<file path="src/rtl/muldiv_pkg.sv">
// Shared widths, op encodings and FSM states for the iterative multiply/divide unit.
package muldiv_pkg;

    localparam int unsigned Width = 16;
    localparam int unsigned Iters = 16;
    localparam int unsigned CntW  = $clog2(Iters);

    typedef enum logic [1:0] {
        OpMul  = 2'b00,
        OpMulh = 2'b01,
        OpDiv  = 2'b10,
        OpMod  = 2'b11
    } op_e;

    typedef enum logic [1:0] {
        StIdle = 2'b00,
        StRun  = 2'b01,
        StFin  = 2'b10
    } state_e;

    function automatic logic is_div_op(input op_e op);
        return op[1];
    endfunction

endpackage

</file>
<file path="src/rtl/muldiv_step.sv">
// One iteration: MSB-first shift-add multiply or restoring divide.
// The multiplier/dividend is consumed from shift_i[MSB]; quotient bits enter at the LSB.
module muldiv_step
    import muldiv_pkg::*;
#(
    parameter int unsigned AccW = Width
) (
    input  logic             is_div_i,
    input  logic [Width-1:0] opnd_i,
    input  logic [Width-1:0] shift_i,
    input  logic [AccW-1:0]  acc_i,
    input  logic             ovf_i,
    output logic [Width-1:0] shift_o,
    output logic [AccW-1:0]  acc_o,
    output logic             ovf_o
);

    logic [Width-1:0] addend;
    logic [AccW:0]    sum;
    logic [Width:0]   rem_shift;
    logic [Width-1:0] rem_diff;
    logic             rem_ge;

    always_comb begin
        addend    = shift_i[Width-1] ? opnd_i : '0;
        sum       = {1'b0, acc_i[AccW-2:0], 1'b0} + (AccW+1)'(addend);
        rem_shift = {acc_i[Width-1:0], shift_i[Width-1]};
        rem_ge    = rem_shift >= {1'b0, opnd_i};
        // Only used when rem_ge, where the true difference always fits in Width bits.
        rem_diff  = rem_shift[Width-1:0] - opnd_i;

        if (is_div_i) begin
            shift_o = {shift_i[Width-2:0], rem_ge};
            acc_o   = AccW'(rem_ge ? rem_diff : rem_shift[Width-1:0]);
            ovf_o   = ovf_i;
        end else begin
            shift_o = {shift_i[Width-2:0], 1'b0};
            acc_o   = sum[AccW-1:0];
            // Sticky: once the running product leaves the accumulator it can only grow.
            ovf_o   = ovf_i | acc_i[AccW-1] | sum[AccW];
        end
    end

endmodule

</file>
<file path="src/rtl/muldiv_unit.sv">
// Iterative 16-bit multiply/divide unit, 16-clock latency, saturating MUL.
// Define MULDIV_MULH_EN to keep the full 32-bit product and support MULH.
module muldiv_unit
    import muldiv_pkg::*;
(
    input  logic             clk,
    input  logic             rst_n,
    input  logic             start_i,
    input  logic [1:0]       op_i,
    input  logic [Width-1:0] a_i,
    input  logic [Width-1:0] b_i,
    output logic             busy_o,
    output logic             done_o,
    output logic [Width-1:0] result_o,
    output logic             overflow_o,
    output logic             divzero_o
);

`ifdef MULDIV_MULH_EN
    localparam int unsigned AccW = 2 * Width;
`else
    localparam int unsigned AccW = Width;
`endif

    state_e           state_q;
    op_e              op_q;
    logic [CntW-1:0]  cnt_q;
    logic [Width-1:0] opnd_q, shift_q;
    logic [AccW-1:0]  acc_q;
    logic             ovf_q, dz_q;
    logic             busy_q, done_q, overflow_q, divzero_q;
    logic [Width-1:0] result_q;

    logic [Width-1:0] step_shift;
    logic [AccW-1:0]  step_acc;
    logic             step_ovf;
    logic             mul_ovf, fin_ovf, req_div, req_dz;
    logic [Width-1:0] fin_result;

    muldiv_step #(
        .AccW(AccW)
    ) u_step (
        .is_div_i(is_div_op(op_q)),
        .opnd_i  (opnd_q),
        .shift_i (shift_q),
        .acc_i   (acc_q),
        .ovf_i   (ovf_q),
        .shift_o (step_shift),
        .acc_o   (step_acc),
        .ovf_o   (step_ovf)
    );

    always_comb begin
        req_div = is_div_op(op_e'(op_i));
        req_dz  = req_div && (b_i == '0);
`ifdef MULDIV_MULH_EN
        mul_ovf = step_ovf | (|step_acc[AccW-1:Width]);
`else
        mul_ovf = step_ovf;
`endif
        fin_result = '0;
        fin_ovf    = 1'b0;
        if (dz_q) begin
            // Divide-by-zero skipped iteration, so shift_q still holds the dividend.
            fin_result = (op_q == OpDiv) ? '1 : shift_q;
        end else begin
            unique case (op_q)
                OpMul: begin
                    fin_ovf    = mul_ovf;
                    fin_result = mul_ovf ? '1 : step_acc[Width-1:0];
                end
`ifdef MULDIV_MULH_EN
                OpMulh: fin_result = step_acc[AccW-1:Width];
`else
                OpMulh: fin_result = '0;
`endif
                OpDiv:  fin_result = step_shift;
                OpMod:  fin_result = step_acc[Width-1:0];
                default: fin_result = '0;
            endcase
        end
    end

    always_ff @(posedge clk or negedge rst_n) begin
        if (!rst_n) begin
            state_q    <= StIdle;
            op_q       <= OpMul;
            cnt_q      <= '0;
            opnd_q     <= '0;
            shift_q    <= '0;
            acc_q      <= '0;
            ovf_q      <= 1'b0;
            dz_q       <= 1'b0;
            busy_q     <= 1'b0;
            done_q     <= 1'b0;
            result_q   <= '0;
            overflow_q <= 1'b0;
            divzero_q  <= 1'b0;
        end else begin
            done_q <= 1'b0;
            case (state_q)
                StIdle, StFin: begin
                    if (start_i) begin
                        op_q    <= op_e'(op_i);
                        opnd_q  <= req_div ? b_i : a_i;
                        shift_q <= req_div ? a_i : b_i;
                        acc_q   <= '0;
                        ovf_q   <= 1'b0;
                        dz_q    <= req_dz;
                        // Divide-by-zero finishes on the very next edge.
                        cnt_q   <= req_dz ? CntW'(Iters - 1) : '0;
                        busy_q  <= 1'b1;
                        state_q <= StRun;
                    end else begin
                        state_q <= StIdle;
                    end
                end
                StRun: begin
                    shift_q <= step_shift;
                    acc_q   <= step_acc;
                    ovf_q   <= step_ovf;
                    cnt_q   <= cnt_q + 1'b1;
                    if (cnt_q == CntW'(Iters - 1)) begin
                        state_q    <= StFin;
                        busy_q     <= 1'b0;
                        done_q     <= 1'b1;
                        result_q   <= fin_result;
                        overflow_q <= fin_ovf;
                        divzero_q  <= dz_q;
                    end
                end
                default: state_q <= StIdle;
            endcase
        end
    end

    assign busy_o     = busy_q;
    assign done_o     = done_q;
    assign result_o   = result_q;
    assign overflow_o = overflow_q;
    assign divzero_o  = divzero_q;

endmodule

</file>
<file path="config.mk">
export PLATFORM = sky130hd
export DESIGN_NAME = muldiv_unit
export DESIGN_NICKNAME = d
export VERILOG_FILES = /design/src/rtl/muldiv_pkg.sv /design/src/rtl/muldiv_step.sv /design/src/rtl/muldiv_unit.sv
export SDC_FILE = /design/constraint.sdc
export NUM_CORES = 1
export LEC_CHECK = 0
export CORE_MARGIN = 2
export CORE_UTILIZATION = 45
export CTS_BUF_LIST = sky130_fd_sc_hd__clkbuf_16
export CTS_CLUSTER_SIZE = 8
export DETAILED_ROUTE_END_ITERATION = 10
export HOLD_SLACK_MARGIN = 0.03
export PLACE_DENSITY = 0.75
export SLEW_MARGIN = 20
export SYNTH_ARGS = -nofsm -noshare
export SYNTH_HDL_FRONTEND = slang
export SYNTH_SLANG_ARGS = --single-unit
</file>
<file path="constraint.sdc">
create_clock -name clk -period 3.5 [get_ports clk]
set_input_delay 0.525 -clock clk [delete_from_list [all_inputs] [get_ports clk]]
set_output_delay 0.525 -clock clk [all_outputs]
set_load 0.02 [all_outputs]
</file>
Word-level counts from Yosys, hierarchy flattened:

Cells that the tools add are included.
W data, S select, Z words.

* bits in registers: 78
* input port bits: 37
* output and inout port bits: 20

* add/sub/neg operators: 3
* magnitude comparators: 1
* equality and inequality tests: 8
* multiplexer cells: 30
* bitwise logic cells: 2
* reduce and logical (&&, ||, !) cells: 10

Operators with widths (count)
* $mux W16: 10
* $pmux W16 S2: 2
* $pmux W16 S4: 1
* $add A16 B16 Y17: 1
* $ge A17 B16 Y1: 1
* $logic_not A16 Y1: 1
* $sub A16 B16 Y16: 1
* $mux W1: 10
* $mux W4: 2
* $pmux W4 S2: 1
* $eq A2 B2 Y1 const B: 3
* $reduce_and A2 Y1: 3
* $add A4 B1 Y4 const B: 1
* $eq A2 B1 Y1 const B: 2
* $eq A4 B4 Y1 const B: 1
* $logic_not A2 Y1: 2
* $ne A2 B2 Y1 const B: 2
* $pmux W1 S2: 2
* $pmux W2 S2: 1
* $reduce_and A3 Y1: 1
* $mux W2: 1
* $or A1 B1 Y1: 2
* $reduce_bool A2 Y1: 1
* $reduce_or A2 Y1: 1
* $logic_and A1 B1 Y1: 1

Depth between registers and ports, before layout:

Gate-level depths: netlist (run 1).

* depth after elaboration: 7
* depth in mapped cells: 14

By module:

Synthesis (run 1) repeated with hierarchy kept, for this count alone.

* cell total of the unflattened synthesis: 618
* area, all modules: 5645.4 sq um

By module, submodules not included
* muldiv_unit: times used 1, cells an instance 332, area each 3634.7 sq um, seq. area each 1951.9 sq um
* muldiv_step: times used 1, cells an instance 286, area each 2010.7 sq um, seq. area each 0.0 sq um

Least setup slack after synthesis (run 1):

OpenSTA, ideal clock, no wires.

* path kind: reg2reg
* start: register shift_q[15]
* end: register result_q[14], in the netlist result_o[14]
* library setup time: 0.126 ns
* arrival: 3.268 ns
* data required time: 3.374 ns
* setup slack: 0.106 ns
* cell stages (with the launch flop): 15
* period minus slack after synthesis: 3.394 ns
* cells stage by stage: dfrtp_1 inv_1 buf_1 ha_1 inv_1 fa_1 a21o_1 a2111oi_2 o21ai_1 a221o_1 or4b_1 o21ai_0 o21ai_1 a311oi_1 o32a_1

* longest elaborated chain between the ends: 7

Ends and longest elaborated chain
* start, declared: line muldiv_unit.sv:28 `logic [Width-1:0] opnd_q, shift_q;`
* start signal, assigned: line muldiv_unit.sv:106 `shift_q <= req_div ? a_i : b_i;`
* start signal, assigned: line muldiv_unit.sv:119 `shift_q <= step_shift;`
* $mux W16: line muldiv_step.sv:25 `addend = shift_i[Width-1] ? opnd_i : '0;`
* $add A16 B16 Y17: line muldiv_step.sv:26 `sum = {1'b0, acc_i[AccW-2:0], 1'b0} + (AccW+1)'(addend);`
* $or A1 B1 Y1: line muldiv_step.sv:40 `ovf_o = ovf_i | acc_i[AccW-1] | sum[AccW];`
* $mux W1: line muldiv_step.sv:32 `if (is_div_i) begin`
* $mux W16: line muldiv_unit.sv:70 `fin_result = mul_ovf ? '1 : step_acc[Width-1:0];`
* $pmux W16 S4 *: line muldiv_unit.sv:67 `unique case (op_q)`
* $mux W16 *: line muldiv_unit.sv:63 `if (dz_q) begin`
* end signal, assigned: line muldiv_unit.sv:127 `result_q <= fin_result;`
* end, declared: line muldiv_unit.sv:32 `logic [Width-1:0] result_q;`

Every way passes the cells marked *; elsewhere a longest branch is shown, timed or not.
A chain may end at the register's enable or synchronous reset.

Worst setup path in the final report (run 1):

* start: register shift_q[15]
* end: register result_q[15], in the netlist result_o[15]

* longest elaborated chain between the ends: 7

Ends and longest elaborated chain (line)
* $mux W16: muldiv_step.sv:25
* $add A16 B16 Y17: muldiv_step.sv:26
* $or A1 B1 Y1: muldiv_step.sv:40
* $mux W1: muldiv_step.sv:32
* $mux W16: muldiv_unit.sv:70
* $pmux W16 S4: muldiv_unit.sv:67
* $mux W16 *: muldiv_unit.sv:63

Marked as above.

==> key figures, run 1 <==
Outcome
  • Status: finished, final reports clean

Synth
  • Syn_area_per_cell: 8.56 um2
  • EDFF count, synth: 0
  • FF+latch count, synth: 78
  • Ys Warns: 0
  • Mapped Area: 5680 um2
  • Gate Count Post-Synth: roughly 660
  • Syn_nets: 736
  • Sequential area share after synthesis: 0.343
  • Asr flop ratio synth: 1.00
  • Distinct cells, synth: 65
  • Main synth FF type: dfrtp_1

Place
  • PortBufs: 56
  • GPL Wtd Cong: 0.991
  • Post-DP HPWL: ~13 mm

Floorplan
  • Chip width: 116 um
  • Core Box Area: 12500 um2
  • Die Span Y: 116 um
  • IO Pins: between 50 and 60
  • Site Rows: 41
  • Initial Util: 0.456
  • Die area: 13500 um2

STA
  • Crit path time final: approximately 3.3 ns
  • Least-Margin Pin Slew: 0.715 ns
  • Max Clock Skew: ~0.009 ns
  • Hold Vio Cnt, Final: 0
  • Fmax achieved: approximately 300 MHz
  • Crit share post-route: 0.950
  • Slew Viols, Final: 0
  • Setup violation total in the final timing report: 0
  • RSZ-0062 raised after global routing: no
  • Slew headroom: 0.523

Worst setup path
  • CP Class: reg -> reg
  • Slowest stage delay, CP: 0.44 ns
  • Reg2reg setup slack: 0.17 ns
  • Reg2Reg Depth: 15
  • Worst R2R Start: shift_q[15]
  • CP max FO: 14
  • Worst path top cell family by delay: compound AO/OA/AOI/OAI gates
  • Cell Chain, Critical Path: inv_1, buf_4, nor2_1, ha_2, inv_1, fa_1, nor2b_2, o31ai_1, a211oi_2, nor2_1, o21ai_1, xnor2_1, o21ai_0, a221oi_2, o21ai_1
  • Crit. End Element: flop
  • Worst Path Required: 3.71 ns
  • Startpoint types: flop
  • Crit path max-delay cell type: fa_1
  • Critical R2R Capture: result_o[15]
  • CP bufs+invs: 3
  • Crit path DAT: 3.54 ns

Cells and area
  • N_diodes: 0
  • Multi-input gate area: 3520 um2
  • Proportion of layout cells with a drive suffix above 1: 0.0728
  • Synthesis-to-layout area growth: 18.7%
  • Storage element area: 1950 um2
  • Layout Nets: roughly 780
  • Fill count: 1136
  • Final core occ: 0.541

GRT
  • First-pass GRT wire length: between 20 and 30 mm
  • Initial antenna violation count: 0
  • Vias in the first global route: 5381
  • Total gr overflow: 0
  • Total Routing Usage GR: 0.270
  • Largest net degree at the start of global routing: 79

Clock network
  • Clock latency on the worst-skew pair: roughly 0.34 ns
  • Clk buf depth: 2
  • H-Tree Depth: 3
  • Clock Root Buffer: clkbuf_16
  • Clock Pin Slew Worst Setup and Hold Paths: 0.07 ns
  • CTS sink count: 78
  • CTS Buf Count: 9
  • Number of post-CTS setup repair buffers: 0
  • CTS tree: done

Drt
  • Detailed-route wire length per cell: a little over 20 um
  • DRT antenna net count: 0
  • Vias: 5478
  • DRC viols: 0
  • TritonRoute pass-1 iters: 5
  • Final WL: between 15 and 20 mm
  • DRT iter0 DRCs: 634
  • Vias per cell: 6.18

Job
  • Max_cap viols: 0

Hold path
  • Hold Crit Class: in -> async
-- cells by family after synthesis --
| kind of cell | Yosys count | synth area share |
|---|---|---|
| multiplexers | 46 | 0.0817 |
| AO/OA/AOI/OAI | 234 | 0.264 |
| adder cells (fa/ha/maj) | 35 | 0.0797 |
| buffers and inverters | 63 | 0.0438 |
| XOR/XNOR | 21 | 0.0324 |
| AND/OR/NAND/NOR | 187 | 0.155 |
| flip-flops | 78 | 0.343 |
-- worst register-to-register path, stage by stage (launching register included) --
cell and delay (ns):
dfrtp_2 0.42, inv_1 0.07, buf_4 0.20, nor2_1 0.13
ha_2 0.24, inv_1 0.07, fa_1 0.44, nor2b_2 0.19
o31ai_1 0.13, a211oi_2 0.32, nor2_1 0.14, o21ai_1 0.20
xnor2_1 0.16, o21ai_0 0.14, a221oi_2 0.28, o21ai_1 0.10
-- layout make-up --
type	count	area share
multi-input combinational	523	0.522
tap	172	0.0319
sequential	78	0.289
clock inverter	7	0.0106
timing repair buffer	70	0.0981
clock buffer	9	0.0334
inverter	27	0.0150
-- what timing repair did --
action                                  in CTS  in global routing
gates resized for setup                      1                  7
cloned                                       0                  0
endpoints found under the setup margin       2                 16
hold endpoints to repair                     0                  0
pin swaps                                    0                  1
hold buffers                                 0                  0
-- stage by stage --
stage	setup TNS [ns]	cells	hold WS (ns)	worst slack, ns	cell area [um2]
6_report	0	886	0.224	0.174	6750
5_1_grt	0	886	0.290	0.00158	6750
3_3_place_gp	0	870	0.461	0.0156	6410
2_1_floorplan	0	664	0.229	0.106	5680
4_1_cts	0	886	0.404	0.0567	6720
3_5_place_dp	-0.0423	870	0.471	-0.0423	6410
-- cells in the mapped netlist (10+ instances only) --
| cell type | instances | area, um2 |
|---|---|---|
| a21oi_1 | 52 | 260 |
| xnor2_1 | 11 | 96.3 |
| nor2_1 | 51 | 191 |
| ha_1 | 33 | 413 |
| nor3_1 | 14 | 70.1 |
| inv_1 | 27 | 101 |
| or3_1 | 12 | 75.1 |
| a22oi_1 | 15 | 113 |
| xor2_1 | 10 | 87.6 |
| o21ai_0 | 72 | 360 |
| dfrtp_1 | 78 | 1950 |
| nand2_1 | 65 | 244 |
| mux2i_1 | 43 | 430 |
| clkbuf_1 | 30 | 113 |
-- how the worst max path moves through the flow --
stage                           start           end  slack [ns]  cells past startpoint
after global routing      shift_q[15]  result_o[13]       0.002                     15
after floorplan           shift_q[15]  result_o[14]        0.11                     14
after CTS                 shift_q[15]  result_o[15]        0.06                     15
after global placement    shift_q[15]  result_o[15]        0.02                     15
final                     shift_q[15]  result_o[15]        0.17                     15
after detailed placement  shift_q[15]  result_o[15]       -0.04                     15
-- flip-flops by register name, summed over array words and instances, names as in the netlist --
register,cells
dz_q,1
shift_q,16
opnd_q,16
acc_q,16
done_o,1
result_o,16
overflow_o,1
busy_o,1
cnt_q,4
state_q,2
op_q,2
ovf_q,1
divzero_o,1
-- layout by cell type, fill, tap and decap left out, types with 8 or more instances in the layout --
cell	count
a21o_1	8
a21oi_1	51
a22o_1	9
a22oi_1	15
a31oi_1	8
buf_4	14
clkbuf_16	9
clkdlybuf4s50_1	54
dfrtp_1	77
ha_1	32
inv_1	28
mux2i_1	43
nand2_1	65
nand2b_1	8
nand3_1	8
nor2_1	50
nor3_1	14
o21a_1	8
o21ai_0	71
o21ai_1	10
or3_1	12
xnor2_1	11
xor2_1	10
-- per-layer routing --
layer	share of wire	GRT usage	routed length, um
met5	0	0	0
met4	0.053	0.123	943
met3	0.080	0.0524	1440
met2	0.47	0.431	8340
met1	0.40	0.355	7200
Power of run 1 is not shown: default switching activity piles up to over one toggle a cycle in this logic, so the estimate is an artifact.
==> run 2: changes to the inputs <==
- CAP_MARGIN: not set -> 40
- TNS_END_PERCENT: not set -> 5
==> run 2 against run 1 <==
Against the previous run:
- global-route usage up 0.36 points
- cell count up 0.11%
- first-iteration DRC count up 5.8%
- sequential share of layout area down 0.20 points
- cell area up 0.69%
- register-to-register slack worse by 0.03 ns
- worst setup slack worse by 0.025 ns
- critical endpoint unchanged
- largest cell class unchanged
- highest routed layer unchanged
==> key figures, run 2 (synthesis gave the netlist of run 1 again) <==
Worst setup path
  • Critical R2R Capture: result_o[15]
  • Reg2Reg Depth: 15
  • Startpoint types: flop
  • Worst Path Required: 3.70 ns
  • Worst R2R Start: shift_q[15]
  • CP Class: reg -> reg
  • CP max FO: 14
  • Crit. End Element: flop
  • Reg2reg setup slack: 0.15 ns
  • End point of the critical path: result_o[15]
  • Crit path DAT: 3.56 ns
  • Origin of the worst setup path: shift_q[15]

STA
  • Hold Vio Cnt, Final: 0
  • Slew Viols, Final: 0
  • Max Clock Skew: 0.0105 ns
  • Setup TNS: 0 ns
  • RSZ-0062 raised after global routing: no
  • Fin worst setup slack: roughly 0.15 ns
  • Least-Margin Pin Slew: 0.698 ns
  • Slew headroom: 0.533
  • Crit path time final: 3.35 ns
  • Crit share post-route: 0.958
  • Fmax achieved: between 200 and 300 MHz
  • Setup violation total in the final timing report: 0

Place
  • Area post-placement: 6440 um2
  • Post-DP HPWL: 13.5 mm
  • GPL Wtd Cong: 0.991
  • Inst Count DP: 871
  • PortBufs: 56
  • Dpl ws: -0.0535 ns

Floorplan
  • IO Pins: 57
  • Site Rows: 41
  • Core Box Area: 12500 um2
  • Die area: 13500 um2
  • Chip width: roughly 120 um
  • Die Span Y: 116 um
  • Initial Util: 0.456

GRT
  • Largest net degree at the start of global routing: 54
  • Initial antenna violation count: 0
  • First-pass GRT wire length: 28.3 mm
  • Total gr overflow: 0
  • Vias in the first global route: 5372
  • Total Routing Usage GR: 0.273

Job
  • Max_cap viols: 0

Drt
  • Detailed-route wire length per cell: 20.3 um
  • DRT antenna net count: 0
  • Final WL: between 15 and 20 mm
  • DRT iter0 DRCs: 671
  • TritonRoute pass-1 iters: 6
  • DRC viols: 0
  • Vias: about 5500
  • Vias per cell: 6.19

Power
  • PwrDens: 1230 nW/um2
  • Max VDD drop: 0.548 mV
  • Static Leak: 3.02 nW

Clock network
  • CTS sink count: 78
  • CTS Buf Count: 9
  • CTS tree: done
  • Clock Root Buffer: clkbuf_16
  • H-Tree Depth: 3
  • Clk buf depth: 2
  • Number of post-CTS setup repair buffers: 0
  • Clock Pin Slew Worst Setup and Hold Paths: 0.06 ns
  • Clock latency on the worst-skew pair: 0.34 ns

Cells and area
  • Layout Nets: 782
  • Most common cell after layout, fill and taps aside: dfrtp_1
  • Proportion of layout cells with a drive suffix above 1: 0.0741
  • Finished Cell Area: 6790 um2
  • N_diodes: 0
  • Layout Cells excl Fill: around 900
  • Final core occ: 0.545
  • Synthesis-to-layout area growth: 19.6%
  • Most frequent cells in the layout: dfrtp_1 (77), o21ai_0 (71), nand2_1 (65)

Hold path
  • Hold Crit Class: in -> async

Outcome
  • Status: finished, final reports clean
[run 2: cell types whose count changed in the layout (fill, tap and decap cells not counted), sizes merged]
cell	delta
clkinvlp	-1
bufinv	+1
clkinv	+1
inv	-1
buf	+1
[run 2: what timing repair did]
item	4_1_cts	5_1_grt
pin swaps	0	1
endpoints found under the setup margin	2	16
gates resized for setup	1	7
hold buffers	0	0
[run 2: worst min path at each step]
stage                       endpoint  slack, ns  cells past startpoint
after detailed placement  opnd_q[11]       0.47                      2
after CTS                   cnt_q[1]       0.13                      1
final                       cnt_q[0]       0.12                      1
after floorplan             acc_q[0]       0.23                      0
after global routing        cnt_q[0]       0.14                      1
after global placement     divzero_o       0.46                      2
[run 2: area by class of cell]
class,instances,area [um2]
fillers,1145,5670
multi-input cells,523,3520
flip-flops and latches,78,1950
repair buffers,71,686
clock buffers,9,225
well taps,172,215
inverters,27,101
clock inverters,7,93.8
[run 2: layer usage]
metal	up-vias	track usage	wire, um
li1	2516	-	-
met1	2640	0.359	7290
met2	277	0.447	8550
met3	55	0.0493	1500
met4	0	0.111	698
met5	-	0	0
[run 2: critical path, cell delays in order (launching register included)]
cell and delay (ns):
dfrtp_2 0.42, inv_1 0.07, buf_4 0.19, nor2_1 0.13
ha_2 0.25, inv_1 0.07, fa_1 0.44, nor2b_2 0.18
o31ai_1 0.13, a211oi_2 0.32, nor2_1 0.14, o21ai_1 0.19
xnor2_1 0.16, o21ai_0 0.15, a221oi_2 0.28, o21ai_1 0.10
[run 2: report_power, final]
part,switching (mW),internal [mW]
clock network,0.405,0.628
registers,0.475,1.34
logic,3.30,2.22
[run 2: stage by stage]
| step | power [mW] | hold slack [ns] |
|---|---|---|
| final | 8.37 | 0.115 |
| after global routing | 8.91 | 0.145 |
| after CTS | 8.20 | 0.128 |
| after detailed placement | 7.13 | 0.471 |
| after global placement | 6.99 | 0.461 |
| after floorplan | 5.51 | 0.229 |
Power figures use the tool's default switching activity.
==> run 3: changes to the inputs <==
- CAP_MARGIN: 40 -> not set
- DONT_BUFFER_PORTS: not set -> 1
- PLACE_DENSITY: 0.75 -> 0.69
==> run 3 against run 2 <==
Against the previous run:
- global-route usage fell by 1.3 points
- sequential share of layout area rose by 2.6 points
- cell count fell by 6.1%
- maximum frequency rose by 1.2%
- register-to-register slack improved by 0.04 ns
- non-clock buffer count fell by 54
- critical path depth fell by 2
- highest routed layer unchanged
==> key figures, run 3 (synthesis gave the netlist of run 1 again) <==
Worst setup path
  • Crit. End Element: flop
  • CP Class: reg -> reg
  • End point of the critical path: result_o[14]
  • Worst R2R Start: shift_q[15]
  • Reg2Reg Depth: 13
  • Critical R2R Capture: result_o[14]
  • Reg2reg setup slack: ~0.19 ns
  • Crit path DAT: 3.53 ns
  • Startpoint types: flop
  • CP max FO: 4
  • Origin of the worst setup path: shift_q[15]
  • Worst Path Required: 3.71 ns

Drt
  • TritonRoute pass-1 iters: 6
  • Final WL: between 15 and 20 mm
  • DRC viols: 0
  • Vias per cell: 6.22
  • DRT antenna net count: 0
  • Vias: 5184
  • DRT iter0 DRCs: approximately 530
  • Detailed-route wire length per cell: 20.3 um

Cells and area
  • N_diodes: 0
  • Proportion of layout cells with a drive suffix above 1: 0.0756
  • Most frequent cells in the layout: dfrtp_1 (78), o21ai_0 (72), nand2_1 (65)
  • Layout Cells excl Fill: 833
  • Layout Nets: 728
  • Finished Cell Area: about 6200 um2
  • Synthesis-to-layout area growth: 9.53%
  • Most common cell after layout, fill and taps aside: dfrtp_1

GRT
  • Vias in the first global route: 5026
  • First-pass GRT wire length: roughly 27 mm
  • Largest net degree at the start of global routing: between 70 and 80
  • Initial antenna violation count: 0
  • Total Routing Usage GR: 0.260
  • Total gr overflow: 0

Floorplan
  • Initial Util: 0.456
  • Site Rows: 41
  • Die area: about 14000 um2
  • Core Box Area: 12500 um2
  • Chip width: 116 um
  • IO Pins: 57
  • Die Span Y: 116 um

Clock network
  • CTS sink count: 78
  • Clock latency on the worst-skew pair: 0.34 ns
  • CTS tree: done
  • H-Tree Depth: 3
  • Clk buf depth: 2
  • Clock Pin Slew Worst Setup and Hold Paths: around 0.060 ns
  • CTS Buf Count: 9
  • Clock Root Buffer: clkbuf_16

STA
  • Setup TNS: 0 ns
  • Fmax achieved: 302 MHz
  • Crit path time final: 3.31 ns
  • RSZ-0062 raised after global routing: no
  • Slew Viols, Final: 0
  • Slew headroom: 0.446
  • Least-Margin Pin Slew: between 0.8 and 0.9 ns
  • Setup violation total in the final timing report: 0
  • Hold WS: 0.0788 ns
  • Hold Vio Cnt, Final: 0
  • Crit share post-route: 0.946
  • Max Clock Skew: approximately 0.011 ns

Place
  • Post-DP HPWL: 12.7 mm
  • Area post-placement: a little under 6000 um2
  • GPL Wtd Cong: between 0.9 and 1
  • PortBufs: 0
  • Inst Count DP: 816

Outcome
  • Status: finished, final reports clean

Job
  • Max_cap viols: 0

Hold path
  • Hold Crit Class: in -> async
run 3: cell type report:
type / instances / area, um2
fill: 1154 / 6240
multi-input combinational: 523 / 3510
sequential: 78 / 1950
clock buffer: 9 / 225
tap: 172 / 215
timing repair buffer: 17 / 148
inverter: 27 / 101
clock inverter: 7 / 72.6
run 3: per-layer routing:
metal  up-vias  track usage  wire (um)
met1      2473        0.350       6970
met5         -            0          0
met4         0       0.0992        590
met3        43       0.0545       1560
met2       246        0.414       7800
li1       2422            -          -
run 3: worst min-delay path by stage:
| stage | from | to | slack, ns | depth (start not counted) |
|---|---|---|---|---|
| floorplan | rst_n | acc_q[0] | 0.23 | 0 |
| global route | rst_n | cnt_q[1] | 0.11 | 1 |
| CTS | rst_n | shift_q[9] | 0.1 | 1 |
| finish | rst_n | cnt_q[1] | 0.08 | 1 |
| detailed placement | rst_n | shift_q[9] | 0.23 | 0 |
| global placement | rst_n | shift_q[9] | 0.23 | 0 |
run 3: stage by stage:
| step | setup slack (ns) | util |
|---|---|---|
| floorplan | 0.106 | - |
| global placement | 0.218 | 0.471 |
| detailed placement | 0.155 | 0.471 |
| CTS | 0.137 | 0.497 |
| global route | 0.0230 | 0.499 |
| finish | 0.188 | 0.499 |
run 3: repair_timing:
item	CTS	global route
hold endpoints to repair	78	0
hold buffers	1	0
setup endpoints to repair	0	9
buffers inserted	0	0
gates resized for setup	0	3
run 3: worst max-delay path: stages (launching register included):
cell	delay (ns)
dfrtp_1	0.38
inv_1	0.07
ha_1	0.15
inv_1	0.05
fa_1	0.40
a21o_1	0.25
a2111oi_4	0.35
o21ai_1	0.19
a221o_1	0.35
or4b_1	0.17
o21ai_0	0.08
o21ai_1	0.27
a311oi_1	0.16
o32a_1	0.31
Power of run 3 is left out for the same reason.
